==> config.mk <==
export PLATFORM = sky130hd
export DESIGN_NAME = mem_read_arbiter
export DESIGN_NICKNAME = d
export VERILOG_FILES = /design/src/rtl/mem_read_arbiter.sv
export SDC_FILE = /design/constraint.sdc
export NUM_CORES = 1
export LEC_CHECK = 0
export BUFFER_PORTS_ARGS = -buffer_cell sky130_fd_sc_hd__buf_2
export CORE_AREA = 3 3 190 192
export CTS_CLUSTER_SIZE = 40
export DETAILED_ROUTE_END_ITERATION = 10
export DIE_AREA = 0 0 193 195
export SETUP_SLACK_MARGIN = 0.05
export SKIP_LAST_GASP = 1
export SLEW_MARGIN = 40
export SYNTH_ARGS = -nofsm -noshare
export SYNTH_HDL_FRONTEND = slang
export SYNTH_SLANG_ARGS = --single-unit
==> constraint.sdc <==
create_clock -name clk_i -period 1.4 [get_ports clk_i]
set_input_delay 0.07 -clock clk_i [delete_from_list [all_inputs] [get_ports clk_i]]
set_output_delay 0.07 -clock clk_i [all_outputs]
set_load 0.02 [all_outputs]
==> src/rtl/mem_read_arbiter.sv <==
// mem_read_arbiter
//   Two caches share one line-wide memory read port. Requester 0 is the
//   instruction cache and requester 1 is the data cache. Arbitration is
//   round-robin. The winner keeps the grant until memory returns its line.
//   A single dead cycle (DONE) follows each line, so the requester can drop
//   its request without being granted the same line a second time.
// Ports
//   clk_i, rst_i                     clock, synchronous active-high reset
//   reqN_read_en_i / reqN_addr_i     line request and line address, N = 0, 1
//   reqN_read_valid_o / _data_o      1-cycle line delivery to requester N
//   mem_addr_o / mem_read_en_o       registered request to memory
//   mem_read_valid_i / _data_i       line returned by memory
//   grant_o                          one-hot owner, 2'b00 when no owner

// Per-requester return path. The line data is zero whenever the valid is low.
module mem_read_arbiter_port #(
  parameter int LineSize = 128
) (
  input  logic                sel_i,
  input  logic [LineSize-1:0] mem_data_i,
  output logic                valid_o,
  output logic [LineSize-1:0] data_o
);
  assign valid_o = sel_i;
  assign data_o  = sel_i ? mem_data_i : '0;
endmodule

module mem_read_arbiter #(
  parameter int LineSize  = 128,
  parameter int AddrWidth = 32
) (
  input  logic                 clk_i,
  input  logic                 rst_i,
  input  logic                 req0_read_en_i,
  input  logic [AddrWidth-1:0] req0_addr_i,
  output logic                 req0_read_valid_o,
  output logic [LineSize-1:0]  req0_read_data_o,
  input  logic                 req1_read_en_i,
  input  logic [AddrWidth-1:0] req1_addr_i,
  output logic                 req1_read_valid_o,
  output logic [LineSize-1:0]  req1_read_data_o,
  output logic [AddrWidth-1:0] mem_addr_o,
  output logic                 mem_read_en_o,
  input  logic                 mem_read_valid_i,
  input  logic [LineSize-1:0]  mem_read_data_i,
  output logic [1:0]           grant_o
);
  localparam int NumReq = 2;

  typedef enum logic [1:0] {IDLE, BUSY, DONE} state_t;

  state_t                 state_q, state_d;
  logic                   owner_q, owner_d;
  logic                   last_grant_q, last_grant_d;
  logic                   aborted_q, aborted_d;
  logic [AddrWidth-1:0]   addr_q, addr_d;
  logic                   rd_en_q, rd_en_d;
  logic [1:0]             grant_q, grant_d;

  logic [NumReq-1:0]                req_en;
  logic [NumReq-1:0][AddrWidth-1:0] req_addr;
  logic [NumReq-1:0]                fwd;
  logic [NumReq-1:0]                rd_valid;
  logic [NumReq-1:0][LineSize-1:0]  rd_data;

  assign req_en   = {req1_read_en_i, req0_read_en_i};
  assign req_addr = {req1_addr_i, req0_addr_i};

  always_comb begin
    state_d      = state_q;
    owner_d      = owner_q;
    last_grant_d = last_grant_q;
    aborted_d    = aborted_q;
    addr_d       = addr_q;
    rd_en_d      = rd_en_q;
    grant_d      = grant_q;
    case (state_q)
      IDLE: begin
        if (|req_en) begin
          // On a tie, the requester that was not served last wins.
          // Otherwise the only active requester wins.
          owner_d = (&req_en) ? ~last_grant_q : req_en[1];
          addr_d  = req_addr[owner_d];
          rd_en_d = 1'b1;
          grant_d = owner_d ? 2'b10 : 2'b01;
          state_d = BUSY;
        end
      end
      BUSY: begin
        // A memory read cannot be cancelled. If the owner walks away, the
        // read still runs to completion and the returned line is discarded.
        if (!req_en[owner_q]) aborted_d = 1'b1;
        if (mem_read_valid_i) begin
          last_grant_d = owner_q;
          rd_en_d      = 1'b0;
          grant_d      = 2'b00;
          aborted_d    = 1'b0;
          state_d      = DONE;
        end
      end
      DONE:    state_d = IDLE;
      default: state_d = IDLE;
    endcase
  end

  always_ff @(posedge clk_i) begin
    if (rst_i) begin
      state_q      <= IDLE;
      owner_q      <= 1'b0;
      last_grant_q <= 1'b1;
      aborted_q    <= 1'b0;
      addr_q       <= '0;
      rd_en_q      <= 1'b0;
      grant_q      <= 2'b00;
    end else begin
      state_q      <= state_d;
      owner_q      <= owner_d;
      last_grant_q <= last_grant_d;
      aborted_q    <= aborted_d;
      addr_q       <= addr_d;
      rd_en_q      <= rd_en_d;
      grant_q      <= grant_d;
    end
  end

  // The returned line goes straight to the owner in the same cycle it
  // arrives. grant_q is one-hot on the owner for the whole BUSY period.
  assign fwd = (state_q == BUSY && mem_read_valid_i && !aborted_q) ? grant_q : '0;

  for (genvar g = 0; g < NumReq; g++) begin : g_port
    mem_read_arbiter_port #(.LineSize(LineSize)) u_port (
      .sel_i      (fwd[g]),
      .mem_data_i (mem_read_data_i),
      .valid_o    (rd_valid[g]),
      .data_o     (rd_data[g])
    );
  end

  assign req0_read_valid_o = rd_valid[0];
  assign req0_read_data_o  = rd_data[0];
  assign req1_read_valid_o = rd_valid[1];
  assign req1_read_data_o  = rd_data[1];
  assign mem_addr_o        = addr_q;
  assign mem_read_en_o     = rd_en_q;
  assign grant_o           = grant_q;
endmodule

Word-level counts from Yosys, hierarchy flattened
Index checks and enable logic that the tools add are counted.
- flip-flop bits (word level): 40
- latch bits: 0
- memory bits (writable): 0
- bits in read-only memories: 0
- bits of input ports: 197
- output and inout bits: 293
- memories kept: 0
- add/subtract/negate cells: 0
- multiply operators: 0
- div/mod/pow operators: 0
- magnitude comparators: 2
- eq/ne operators: 4
- shifts and indexed selects: 0
- mux-type cells: 20
- bitwise gates (word level): 1
- reductions and logical operators: 12
- operators by type and width (cell ; count):
    128-bit 2-to-1 mux ; 2
    32-bit 2-to-1 mux ; 2
    2-bit 2-to-1 mux ; 6
    2-bit AND reduction ; 5
    2-bit one-hot mux with 2 select lines ; 2
    1-bit 2-to-1 mux ; 7
    2-bit != test (second input constant) ; 3
    1-bit by 2-bit < comparator with 1-bit output (second input constant) ; 2
    3-bit AND reduction ; 1
    2-bit by 1-bit == test with 1-bit output (second input constant) ; 1
    1-bit logical AND ; 2
    2-bit logical NOT ; 1
    1-bit one-hot mux with 2 select lines ; 1
    2-bit nonzero test ; 1
    2-bit OR reduction ; 1
    1-bit logical NOT ; 1
    1-bit NOT ; 1

Logic depth before layout (Yosys ltp)
Gate-level depths: netlist of the first run.
- depth in word-level cells: 5
- gate-level depth with buffers: 5

By module
A second synthesis of the first run with hierarchy kept.
- cells, all modules: 506
- area, all modules: 4021.4 um^2
- by module, submodules not included (module ; instances ; cells an instance ; area an instance (um^2) ; seq. area each (um^2)):
    mem_read_arbiter ; 1 ; 220 ; 2029.4 ; 800.8
    mem_read_arbiter_port ; 2 ; 143 ; 996.0 ; 0.0

Least setup slack after synthesis of the first run
No wires, ideal clock.
- kind: register to output
- start point: register state_q[0]
- end point: output port req1_read_data_o[105]
- arrival time: 1.345 ns
- required time: 1.330 ns
- path slack: -0.015 ns
- stages on the path, launching flop included: 5
- buffers on the path: 1
- path through: dfxtp_1 nand3b_4 nor3b_2 clkbuf_1 and2_1
- longest elaborated chain between the ends: 5
- RTL lines (item ; line ; text):
    start, declared ; 52 ; state_t state_q, state_d;
    start signal, assigned ; 116 ; state_q <= state_d;
    2-bit by 1-bit == test with 1-bit output ; 128 ; assign fwd = (state_q == BUSY && mem_read_valid_i && !aborted_q) ? grant_q : '0;
    1-bit logical AND (2 in series) ; 128 ;
    2-bit 2-to-1 mux ; 128 ;
    via req1_read_valid_o ; 40 ; output logic req1_read_valid_o,
    128-bit 2-to-1 mux ; 25 ; assign data_o = sel_i ? mem_data_i : '0;
    end, declared ; 41 ; output logic [LineSize-1:0] req1_read_data_o,
The timed path passes the listed nets, and every way through them passes these cells.

Worst setup path after layout of the first run
- start point: register state_q[1]
- end point: output port req0_read_data_o[12]
- longest elaborated chain between the ends: 5
- RTL lines (item ; line ; text):
    2-bit by 1-bit == test with 1-bit output ; 128 ;
    1-bit logical AND (2 in series) ; 128 ;
    2-bit 2-to-1 mux ; 128 ;
    128-bit 2-to-1 mux ; 25 ;
    end, declared ; 37 ; output logic [LineSize-1:0] req0_read_data_o,
No other way between the ends.

==> results.txt, run 1 <==
* Status: complete, but fails checks
- The checks that failed: negative setup slack.
- Slew at the pin closest to its max-slew limit: 0.439 ns
* Cell type with the highest aggregate area in the netlist: sky130_fd_sc_hd__and2_1
* Synth-to-Final Area Change: 114%
* Element type at the critical path start: flip-flop
- RD Place Congestion: 0.902
- Die Span X: 193 um
- Maximum level of the CTS H-tree: 2
- Summed over all cells, the static leakage comes to 4.27 nW.
- Highest clock frequency the design can meet: roughly 530 MHz
- The die covers 37600 sq um.
- Avg Inst Size Synth: slightly above 7 sq um
- By area the synthesized netlist is led by sky130_fd_sc_hd__and2_1 (45%), sky130_fd_sc_hd__dfxtp_1 (22%), sky130_fd_sc_hd__a31oi_1 (5.4%).
- TritonCTS clock tree: yes
- Number of buffers added by the clock tree synthesis step: 5
* Most frequent standard cell in the layout excluding fill and tap cells: sky130_fd_sc_hd__buf_2
- Yosys mapped the design onto 28 distinct sky130hd cell types.
* GR Util met1: 16.5%
- Maximum root-to-sink buffer count: 2
- Clock latency on the worst-skew pair: 0.29 ns
- Summed over all layers, the global routing overflow is 0.
* Total power divided by cell area: 550 nW/um^2
* Dominant synthesized flop cell: sky130_fd_sc_hd__dfxtp_1
- Post-synth EDFFs: 0
- Number of placed instances with taps included: 1438
- Final Hold Viols: 0
- STA classifies the critical path endpoint as an output port.
- Fraction of the cycle the final worst path needs: 136%
- Relative contribution of combinational cells to total power: 36.8%
- Number of filler cells placed in the layout: 3889
* Detailed placement HPWL: 23.6 mm
- At the worst endpoint, the arrival time is 1.83 ns.
* Tot GR Track Use: 13.1%
- Area taken by multi-input logic gates: around 2700 sq um
* CP Max Fanout: 21
* Post-Route WL: 28.9 mm
- Clock-pin slew was measured on the worst setup and hold paths at 0.07 ns.
- Global-route wire length before repair: around 36 mm
- 1st-iter DRT viols: 338
* Syn_nets: around 700
- For this run, the share of the core covered by cells in the final layout is 22.3%.
* DRC violations left: 0
- Sequential cell area: approximately 800 sq um
- During synthesis, Yosys emitted a total of 0 warnings.
- The share of total power dissipated in the clock network is 32.6%.
* WL/cell: between 15 and 20 um
- First-pass detailed-route iteration total: 5
- The clock drives 40 sinks.
* Register area share after synthesis: between 20 and 25%
- Fraction of final layout cells with drive strength greater than 1: about two thirds
- Largest net degree at the start of global routing: 44
- In this run switching power makes up 34.1% of total power.
- Critical path class: flip-flop to output port
- Port Buffer Count: just under 500
- Across the VDD grid, the largest voltage drop is 0.000388 V.
- Measured against its own limit, the worst slew margin works out to 70.7%.
- Net Switching: 0.00144 W
- Setup violations remaining at the end of the flow were counted as 271.
- The via count of the first global-routing pass came to 5144.
* Post-Syn Instances: roughly 510
* RSZ-0062 raised after global routing: yes
* Num ports: 490
- Worst-case clock skew: approximately 0.0068 ns
* Hold buffers post-CTS: 0
- The count of nets left with antenna violations once routing finished came out at 0.
- Once the floorplan was initialized, standard cells occupied 10.4% of the core.
- Row generation in the floorplan step produced 68 rows.
- Nets: 1200
- Mean number of vias per cell: 3.95
- After the flow finishes, the layout carries non-filler instances totaling 1463.
- Std-Cell Core Area: 34500 sq um
- GRT Max-Usage Layer: met2
* Max-cap viol count: 0
* Die outline height: 195 um
- Global routing consumed, on the met2 layer, approximately 22% of the routing resources.
- The share of synthesized area in the top cell type comes to between 40 and 50%.
- Final worst setup slack: -0.498 ns
* Number of antenna violations at the first check in global routing: 20
- Final max-slew violation count: 0
- The path class of the tightest hold or removal check is input pin to flip-flop.
* Most frequent cells in the layout: sky130_fd_sc_hd__buf_2 (419), sky130_fd_sc_hd__and2_1 (133), sky130_fd_sc_hd__and2_2 (109)
* Internal power: between 0.002 and 0.003 W
- Post-layout min period: 1.90 ns
- Via total after detailed routing: 5781
- After synthesis the netlist holds a flip-flop and latch count of 40.
* Met3 Use GR: 4.99%
- Netlist area before placement: 3600 sq um
* FFs w/ async S/R, synth: 0%
- At the worst endpoint, the required time is 1.33 ns.
* Flop pwr share: 30.5%
* Root buffer selected by CTS: sky130_fd_sc_hd__clkbuf_16
-- kinds of logic (layout without fill, tap and decap cells) --
group	after synthesis	in the layout	share of synthesized area [%]
AND/OR/NAND/NOR	334	334	57.3
AO/OA/AOI/OAI	77	77	12.3
buffers and inverters	56	551	7.51
flip-flops	40	40	22.3
multiplexers	2	2	0.556
other	0	4	0
-- cell usage after synthesis (all sizes together) (2+ instances only) --
cell type,instances
and2,256
clkbuf,42
dfxtp,40
nand3,32
o21ai,32
a31oi,31
nand4,31
buf,14
a21oi,8
nor2,4
nand2,3
mux2i,2
nand2b,2
o211ai,2
or2,2
-- through the flow --
stage / setup TNS [ns] / hold slack, ns / total power (W) / setup slack, ns / instance area [sq um]
global placement: -24.49 / 0.340 / 0.00281 / -0.182 / 6970
detailed placement: -28.14 / 0.348 / 0.00282 / -0.188 / 6970
CTS: -111.39 / 0.0373 / 0.00426 / -0.498 / 7350
global route: -136.66 / 0.0360 / 0.00447 / -0.570 / 7690
floorplan: 0 / 0.167 / 0.00196 / 0.0383 / 3740
finish: -114.91 / 0.0466 / 0.00424 / -0.498 / 7700
-- flip-flops by register name, indices dropped and copies added (netlist names) --
register	flops
aborted_q	1
grant_o	2
last_grant_q	1
mem_addr_o	32
mem_read_en_o	1
owner_q	1
state_q	2
-- critical path: stages, from the launching register on --
cell                        delay [ns]
sky130_fd_sc_hd__dfxtp_2          0.32
sky130_fd_sc_hd__and2b_4          0.24
sky130_fd_sc_hd__and4b_4          0.29
sky130_fd_sc_hd__buf_12           0.18
sky130_fd_sc_hd__clkbuf_16        0.20
sky130_fd_sc_hd__and2_2           0.14
sky130_fd_sc_hd__buf_2            0.15
-- metal layers --
layer	share of wire, %	vias to the layer above
met3	11	36
met4	1.2	20
li1	-	2694
met1	42	2666
met2	46	365
met5	0.44	-
-- layout make-up --
| cell class | count | area share [%] |
|---|---|---|
| timing repair buffer | 543 | 44.4 |
| multi-input combinational | 413 | 35.4 |
| sequential | 40 | 10.4 |
| tap | 455 | 7.39 |
| clock buffer | 6 | 1.80 |
| clock inverter | 2 | 0.504 |
| antenna | 4 | 0.130 |
-- final timing paths --
check | depth (start not counted) | startpoint | to | slack, ns
worst max-delay path | 6 | state_q[1] | req0_read_data_o[12] | -0.50
worst min-delay path | 3 | req1_addr_i[6] | mem_addr_o[6] | 0.05
worst max register to register | 6 | state_q[1] | mem_addr_o[8] | -0.03
worst min register to register | 2 | mem_read_en_o | mem_read_en_o | 0.45
-- what timing repair did --
| action | 4_1_cts | 5_1_grt |
|---|---|---|
| cloned | 2 | 7 |
| pin swaps | 6 | 7 |
| endpoints found under the setup margin | 258 | 292 |
| buffers inserted | 3 | 2 |
| resized for setup | 36 | 70 |
-- power groups by stage --
stage | sequential [W] | clock, W | combinational, W
floorplan | 0.00142 | 0 | 0.000534
global placement | 0.00132 | 0 | 0.00150
detailed placement | 0.00131 | 0 | 0.00150
CTS | 0.00129 | 0.00144 | 0.00153
global route | 0.00131 | 0.00149 | 0.00167
finish | 0.00129 | 0.00138 | 0.00156
(Power assumes the default switching activity.)
==> run 2, diff against run 1 <==
SKIP_CTS_REPAIR_TIMING = 1   (was default)
==> run 2 against run 1 <==
  * The flow still finishes with violations (negative setup slack)
  * Power is 0.64% lower
  * First-iteration DRC count is 19% higher
  * Flip-flop and latch count stayed put
  * Critical endpoint is now req0_read_data_o[109]
  * Cell count is 0.27% lower
  * Sequential share of layout area is 0.38 points higher
  * Largest power group unchanged
==> results.txt, run 2 (synthesis gave the netlist of run 1 again) <==
- Max-cap viol count: 0 (unchanged)
* Via count of the first global-routing pass: 5110 (was 5144)
* Initial Utilization: 10.4% (unchanged)
* Tightest Hold Check Type: input pin to flip-flop (unchanged)
* Global route total overflow: 0 (unchanged)
- The startpoint-to-endpoint class of the critical path was flip-flop to output port (unchanged).
- The per-cell routed wire length came to 19.3 um (was 19.7 um).
- Final worst setup slack: -0.498 ns (about the same)
- Max-Slew Margin vs Limit: 71.0% (was 70.7%)
- Largest net degree at the start of global routing: 44 (unchanged)
- Num ports: 490 (unchanged)
- The minimum clock period came to 1.90 ns (about the same).
- Final max-slew violation count: 0 (unchanged)
* Std-Cell Core Area: 34500 sq um (unchanged)
* Largest stage delay on the critical path: 0.32 ns (about the same)
- Global-route wire length before repair: 35.9 mm (was 36.1 mm)
- Slew at the pin closest to its max-slew limit: 0.433 ns (was 0.439 ns)
- The count of buffers inserted at the top-level ports was 489 (unchanged).
- The routability-driven placement congestion ratio came to 0.902 (unchanged).
- The peak supply drop was 0.000387 V (was 0.000388 V).
- The relative area change from synthesis to final layout is 107% (was 114%).
- Die outline height: 195 um (unchanged)
* Remaining number of nets flagged by the antenna check after routing: 0 (unchanged)
- Largest register FFs: 32 (unchanged)
* Maximum level of the CTS H-tree: 2 (unchanged)
- RSZ-0062 raised after global routing: yes (unchanged).
- The number of antenna violations at the first check in global routing was 19 (was 20).
- The number of buffers inserted during clock tree synthesis was 5 (unchanged).
* Most frequent standard cell in the layout excluding fill and tap cells: sky130_fd_sc_hd__buf_2 (unchanged)
* Total chip power: 0.00421 W (was 0.00424 W)
- The number of rows in the core area was 68 (unchanged).
* TritonCTS clock tree: yes (unchanged)
- The leakage power came to 4.23 nW (was 4.27 nW).
- The HPWL reported at the end of detailed placement was 23.6 mm (unchanged).
* Violations in the final reports: negative setup slack (unchanged)
- Die Outline Area: 37600 sq um (unchanged)
* Total power divided by cell area: 567 nW/um^2 (was 550 nW/um^2)
* 1st-iter DRT viols: 403 (was 338)
* Number of sinks on the clock net: 40 (unchanged)
* CP Max Fanout: 13 (was 21)
- The critical-path cell with the highest stage delay is sky130_fd_sc_hd__dfxtp_2 (unchanged).
* Cell chain of the critical path: and2b_4 > and4b_4 > buf_12 > buf_4 > and2_2 > buf_2 (was and2b_4 > and4b_4 > buf_12 > clkbuf_16 > and2_2 > buf_2)
* Setup Total Neg Slack: -108.92 ns (was -114.91 ns)
* Worst endpoint data arrival time: 1.83 ns (about the same)
* Mean number of vias per cell: 3.96 (was 3.95)
* Post-Route WL: 28.2 mm (was 28.9 mm)
- The placed standard-cell area is 6970 sq um (unchanged).
- Nets: 1197 (was 1200)
- Clock latency on the worst-skew pair: 0.29 ns (about the same)
* Root buffer selected by CTS: sky130_fd_sc_hd__clkbuf_16 (unchanged)
* Worst-case clock skew: 0.00578 ns (was 0.00682 ns)
* Final Hold Viols: 0 (unchanged)
* Final setup fails: 268 (was 271)
- Tot GR Track Use: 13.0% (was 13.1%)
- The final routed DRC violation total was 0 (unchanged).
- The capturing element type of the critical path was an output port (unchanged).
- First-pass detailed-route iteration total: 5 (unchanged)
- Highest clock frequency the design can meet: 527 MHz (about the same)
* Fraction of final layout cells with drive strength greater than 1: 67.3% (was 68.1%)
* Status: complete, but fails checks (unchanged)
- Most frequent cells in the layout: sky130_fd_sc_hd__buf_2 (480), sky130_fd_sc_hd__and2_1 (140), sky130_fd_sc_hd__and2_2 (109) (was sky130_fd_sc_hd__buf_2 (419), sky130_fd_sc_hd__and2_1 (133), sky130_fd_sc_hd__and2_2 (109))
- Die Span X: 193 um (unchanged)
- Maximum root-to-sink buffer count: 2 (unchanged)
- The type of element launching the critical path is a flip-flop (unchanged).
* Final Cell Area: 7430 sq um (was 7700 sq um)
- The via count of the routed design is 5777 (was 5781).
- Data required, critical path: 1.33 ns (about the same)
- Clock slew at reported path FFs: 0.07 ns (about the same)
- The final cycle utilization of the critical path came to 136% (about the same).
==> run 2: changes by cell type in the layout (fill, tap and decap cells not counted), sizes merged <==
cell	delta
buf	-3
diode	-1
==> run 2: power by group <==
part / leakage, nW / total (W) / switching, W / internal, W
clock: 0.0871 / 0.00138 / 0.000486 / 0.000893
sequential: 0.330 / 0.00129 / 0.0000527 / 0.00124
combinational: 3.82 / 0.00154 / 0.000896 / 0.000644
total: 4.23 / 0.00421 / 0.00143 / 0.00278
==> run 2: stage by stage <==
stage	instances	worst slack, ns	hold slack (ns)	util [%]
after floorplan	509	0.0383	0.167	-
after global placement	1438	-0.182	0.340	20.2
after detailed placement	1438	-0.188	0.348	20.2
after CTS	1446	-0.507	0.0373	20.7
after global routing	1456	-0.572	0.0360	21.5
final	1459	-0.498	0.0478	21.5
==> run 2: cell type report <==
class	instances	area (sq um)
Fill cell	3911	27100
Timing Repair Buffer	540	3170
Multi-Input combinational cell	413	2710
Sequential cell	40	803
Tap cell	455	569
Clock buffer	6	139
Clock inverter	2	38.8
Antenna cell	3	7.51
==> run 2: worst paths after layout <==
| check | from | to | slack, ns | cells past startpoint |
|---|---|---|---|---|
| max | state_q[1] | req0_read_data_o[109] | -0.50 | 6 |
| min | req1_addr_i[6] | mem_addr_o[6] | 0.05 | 3 |
| max reg2reg | state_q[1] | mem_addr_o[8] | -0.02 | 6 |
| min reg2reg | mem_read_en_o | mem_read_en_o | 0.45 | 2 |
==> run 2: routing by layer <==
| metal | part of all wire, % | track usage, % | wire [um] | vias up |
|---|---|---|---|---|
| li1 | - | - | - | 2687 |
| met1 | 42 | 16.4 | 11800 | 2680 |
| met2 | 46 | 21.7 | 12900 | 356 |
| met3 | 11 | 5.01 | 3170 | 34 |
| met4 | 0.91 | 1.82 | 257 | 20 |
| met5 | 0.43 | 0 | 120 | - |
==> run 2: worst max-delay path, delay by kind of cell (launching register included) <==
kind,cells,cell delay [ns]
flops,1,0.32
simple gates,3,0.68
buf+inv,3,0.53
==> run 3, diff against run 2 <==
SKIP_LAST_GASP = default   (was 1)
==> run 3 against run 2 <==
  * Register-to-register slack hardly changed
  * Sequential power hardly changed
  * Critical endpoint is now req0_read_data_o[77]
  * The flow still finishes with violations (negative setup slack)
  * Global-route usage is the same
  * Clock-buffer cell count unchanged
  * Combinational power about the same
  * Die area did not move
  * Design area rose by 4.0%
  * Via count grew 1.3%
  * Worst hold slack is essentially flat
  * Critical path depth stayed put
  * Clock skew hardly changed
==> results.txt, run 3 (synthesis gave the netlist of run 1 again) <==
* Setup slack, reg-to-reg: -0.03 ns (was -0.02 ns)
- The clock sink count came to 40 (unchanged).
- Worst hold slack: 0.0481 ns (was 0.0478 ns)
- Setup Slack @ Placement: -0.188 ns (unchanged)
* Max-cap viol count: 0 (unchanged)
- The I/O pin total came to 490 (unchanged).
* Highest clock frequency the design can meet: 530 MHz (was 527 MHz)
- The final routed DRC violation total is 0 (unchanged).
- The die boundary width is 193 um (unchanged).
* Remaining number of nets flagged by the antenna check after routing: 0 (unchanged)
- The summed negative setup slack over all endpoints came to -107.57 ns (was -108.92 ns).
* Die Outline Area: 37600 sq um (unchanged)
- The leakage power is 4.25 nW (was 4.23 nW).
- Final max-slew violation count: 0 (unchanged)
- The tightest slew margin relative to the limit was 70.4% (was 71.0%).
- RSZ-0062 raised after global routing: yes (unchanged)
- The detailed-route vias per instance is 4.01 (was 3.96).
- The leading cell type in the layout, fill and taps excluded is sky130_fd_sc_hd__buf_2 (unchanged).
- Nets: 1197 (unchanged)
- Most frequent cells in the layout: sky130_fd_sc_hd__buf_2 (412), sky130_fd_sc_hd__and2_1 (139), sky130_fd_sc_hd__and2_2 (109) (was sky130_fd_sc_hd__buf_2 (480), sky130_fd_sc_hd__and2_1 (140), sky130_fd_sc_hd__and2_2 (109))
- Final core occ: 22.4% (was 21.5%)
* Global-route wire length before repair: 35.9 mm (unchanged)
- Post-Route WL: 28.6 mm (was 28.2 mm)
- The share of final-layout standard cells stronger than drive strength 1 came to 67.4% (was 67.3%).
* First-pass detailed-route iteration total: 5 (unchanged)
* Final setup fails: 270 (was 268)
- Initial Utilization: 10.4% (unchanged)
- Worst endpoint data arrival time: 1.82 ns (was 1.83 ns)
- Status: complete, but fails checks (unchanged)
* Port Buffer Count: 489 (unchanged)
- The final cycle utilization of the critical path came to 135% (was 136%).
- The H-tree level count came to 2 (unchanged).
- Element type at the critical path start: flip-flop (unchanged)
- The transition time of the tightest slew-check pin was 0.443 ns (was 0.433 ns).
- The clock input transition at the sequential cells of the worst setup and hold paths came to 0.07 ns (about the same).
- The area of the core is 34500 sq um (unchanged).
* Post-layout min period: 1.89 ns (was 1.90 ns)
- Number of antenna violations at the first check in global routing: 20 (was 19)
* Kind of end point of the critical path: output port (unchanged)
* Worst-case clock skew: 0.00542 ns (was 0.00578 ns)
- The flip-flop count of the largest register after layout was 32 (unchanged).
- The number of rows in the core area came to 68 (unchanged).
- Violations in the final reports: negative setup slack (unchanged)
- The HPWL reported at the end of detailed placement came to 23.6 mm (unchanged).
- The peak supply drop came to 0.000386 V (was 0.000387 V).
- The final standard cell count with taps included and fillers excluded was 1459 (unchanged).
- Global route total overflow: 0 (unchanged)
* Critical path class: flip-flop to output port (unchanged)
- The total instance count after detailed placement was 1438 (unchanged).
- Via total after detailed routing: 5853 (was 5777)
- The routability-driven placement congestion ratio was 0.902 (unchanged).
- The cell area power density was 548 nW/um^2 (was 567 nW/um^2).
* Die outline height: 195 um (unchanged)
- Data required, critical path: 1.33 ns (about the same)
- Tightest Hold Check Type: input pin to flip-flop (unchanged)
- The number of endpoints with negative hold slack in the final report came to 0 (unchanged).
- Tot GR Track Use: 13.0% (unchanged)
- The number of buffers inserted during clock tree synthesis came to 5 (unchanged).
- 1st-iter DRT viols: 391 (was 403)
- WL/cell: 19.6 um (was 19.3 um)
- The number of inserted filler cells in the final layout came to 3881 (was 3911).
- Final worst setup slack: -0.485 ns (was -0.498 ns)
- Root buffer selected by CTS: sky130_fd_sc_hd__clkbuf_16 (unchanged)
* TritonCTS clock tree: yes (unchanged)
* Via count of the first global-routing pass: 5110 (unchanged)
* Clock latency on the worst-skew pair: 0.29 ns (about the same)
* Largest net degree at the start of global routing: 44 (unchanged)
- Synth-to-Final Area Change: 115% (was 107%)
* Maximum root-to-sink buffer count: 2 (unchanged)
- CP Max Fanout: 27 (was 13)
run 3: final timing paths:
| kind | start | endpoint | cells after the start |
|---|---|---|---|
| hold reg to reg | mem_read_en_o | mem_read_en_o | 2 |
| hold / removal | req1_addr_i[6] | mem_addr_o[6] | 3 |
| setup reg to reg | state_q[1] | mem_addr_o[8] | 6 |
| setup / recovery | state_q[1] | req0_read_data_o[77] | 6 |
run 3: power by group:
| part | internal [W] | switching, W | leakage (nW) |
|---|---|---|---|
| Combinational | 0.000663 | 0.000902 | 3.83 |
| Clock | 0.000893 | 0.000485 | 0.0871 |
| Sequential | 0.00124 | 0.0000534 | 0.330 |
| Total | 0.00280 | 0.00144 | 4.25 |
run 3: metal layers:
layer / up-vias / GRT usage, % / routed length (um)
met5: - / 0 / 134
met4: 22 / 1.82 / 380
met3: 46 / 5.01 / 3320
met2: 373 / 21.7 / 13000
met1: 2724 / 16.4 / 11700
li1: 2688 / - / -
run 3: critical path, stage by stage, from the launching register on:
cell and delay (ns):
sky130_fd_sc_hd__dfxtp_2 0.32, sky130_fd_sc_hd__and2b_4 0.24, sky130_fd_sc_hd__and4b_4 0.29, sky130_fd_sc_hd__buf_12 0.18, sky130_fd_sc_hd__buf_12 0.17, sky130_fd_sc_hd__and2_2 0.15
sky130_fd_sc_hd__buf_2 0.17
run 3: area by class of cell:
type | instances | area [sq um] | share of cell area, %
well taps | 455 | 569 | 7.37
clock inverters | 2 | 38.8 | 0.502
diodes | 3 | 7.51 | 0.0972
multi-input cells | 413 | 2710 | 35.0
clock buffers | 6 | 139 | 1.80
flip-flops and latches | 40 | 803 | 10.4
repair buffers | 540 | 3460 | 44.8
run 3: stage by stage:
step,area (sq um),total power [W]
finish,7730,0.00424
global route,7720,0.00447
CTS,7140,0.00424
detailed placement,6970,0.00282
global placement,6970,0.00281
floorplan,3740,0.00196
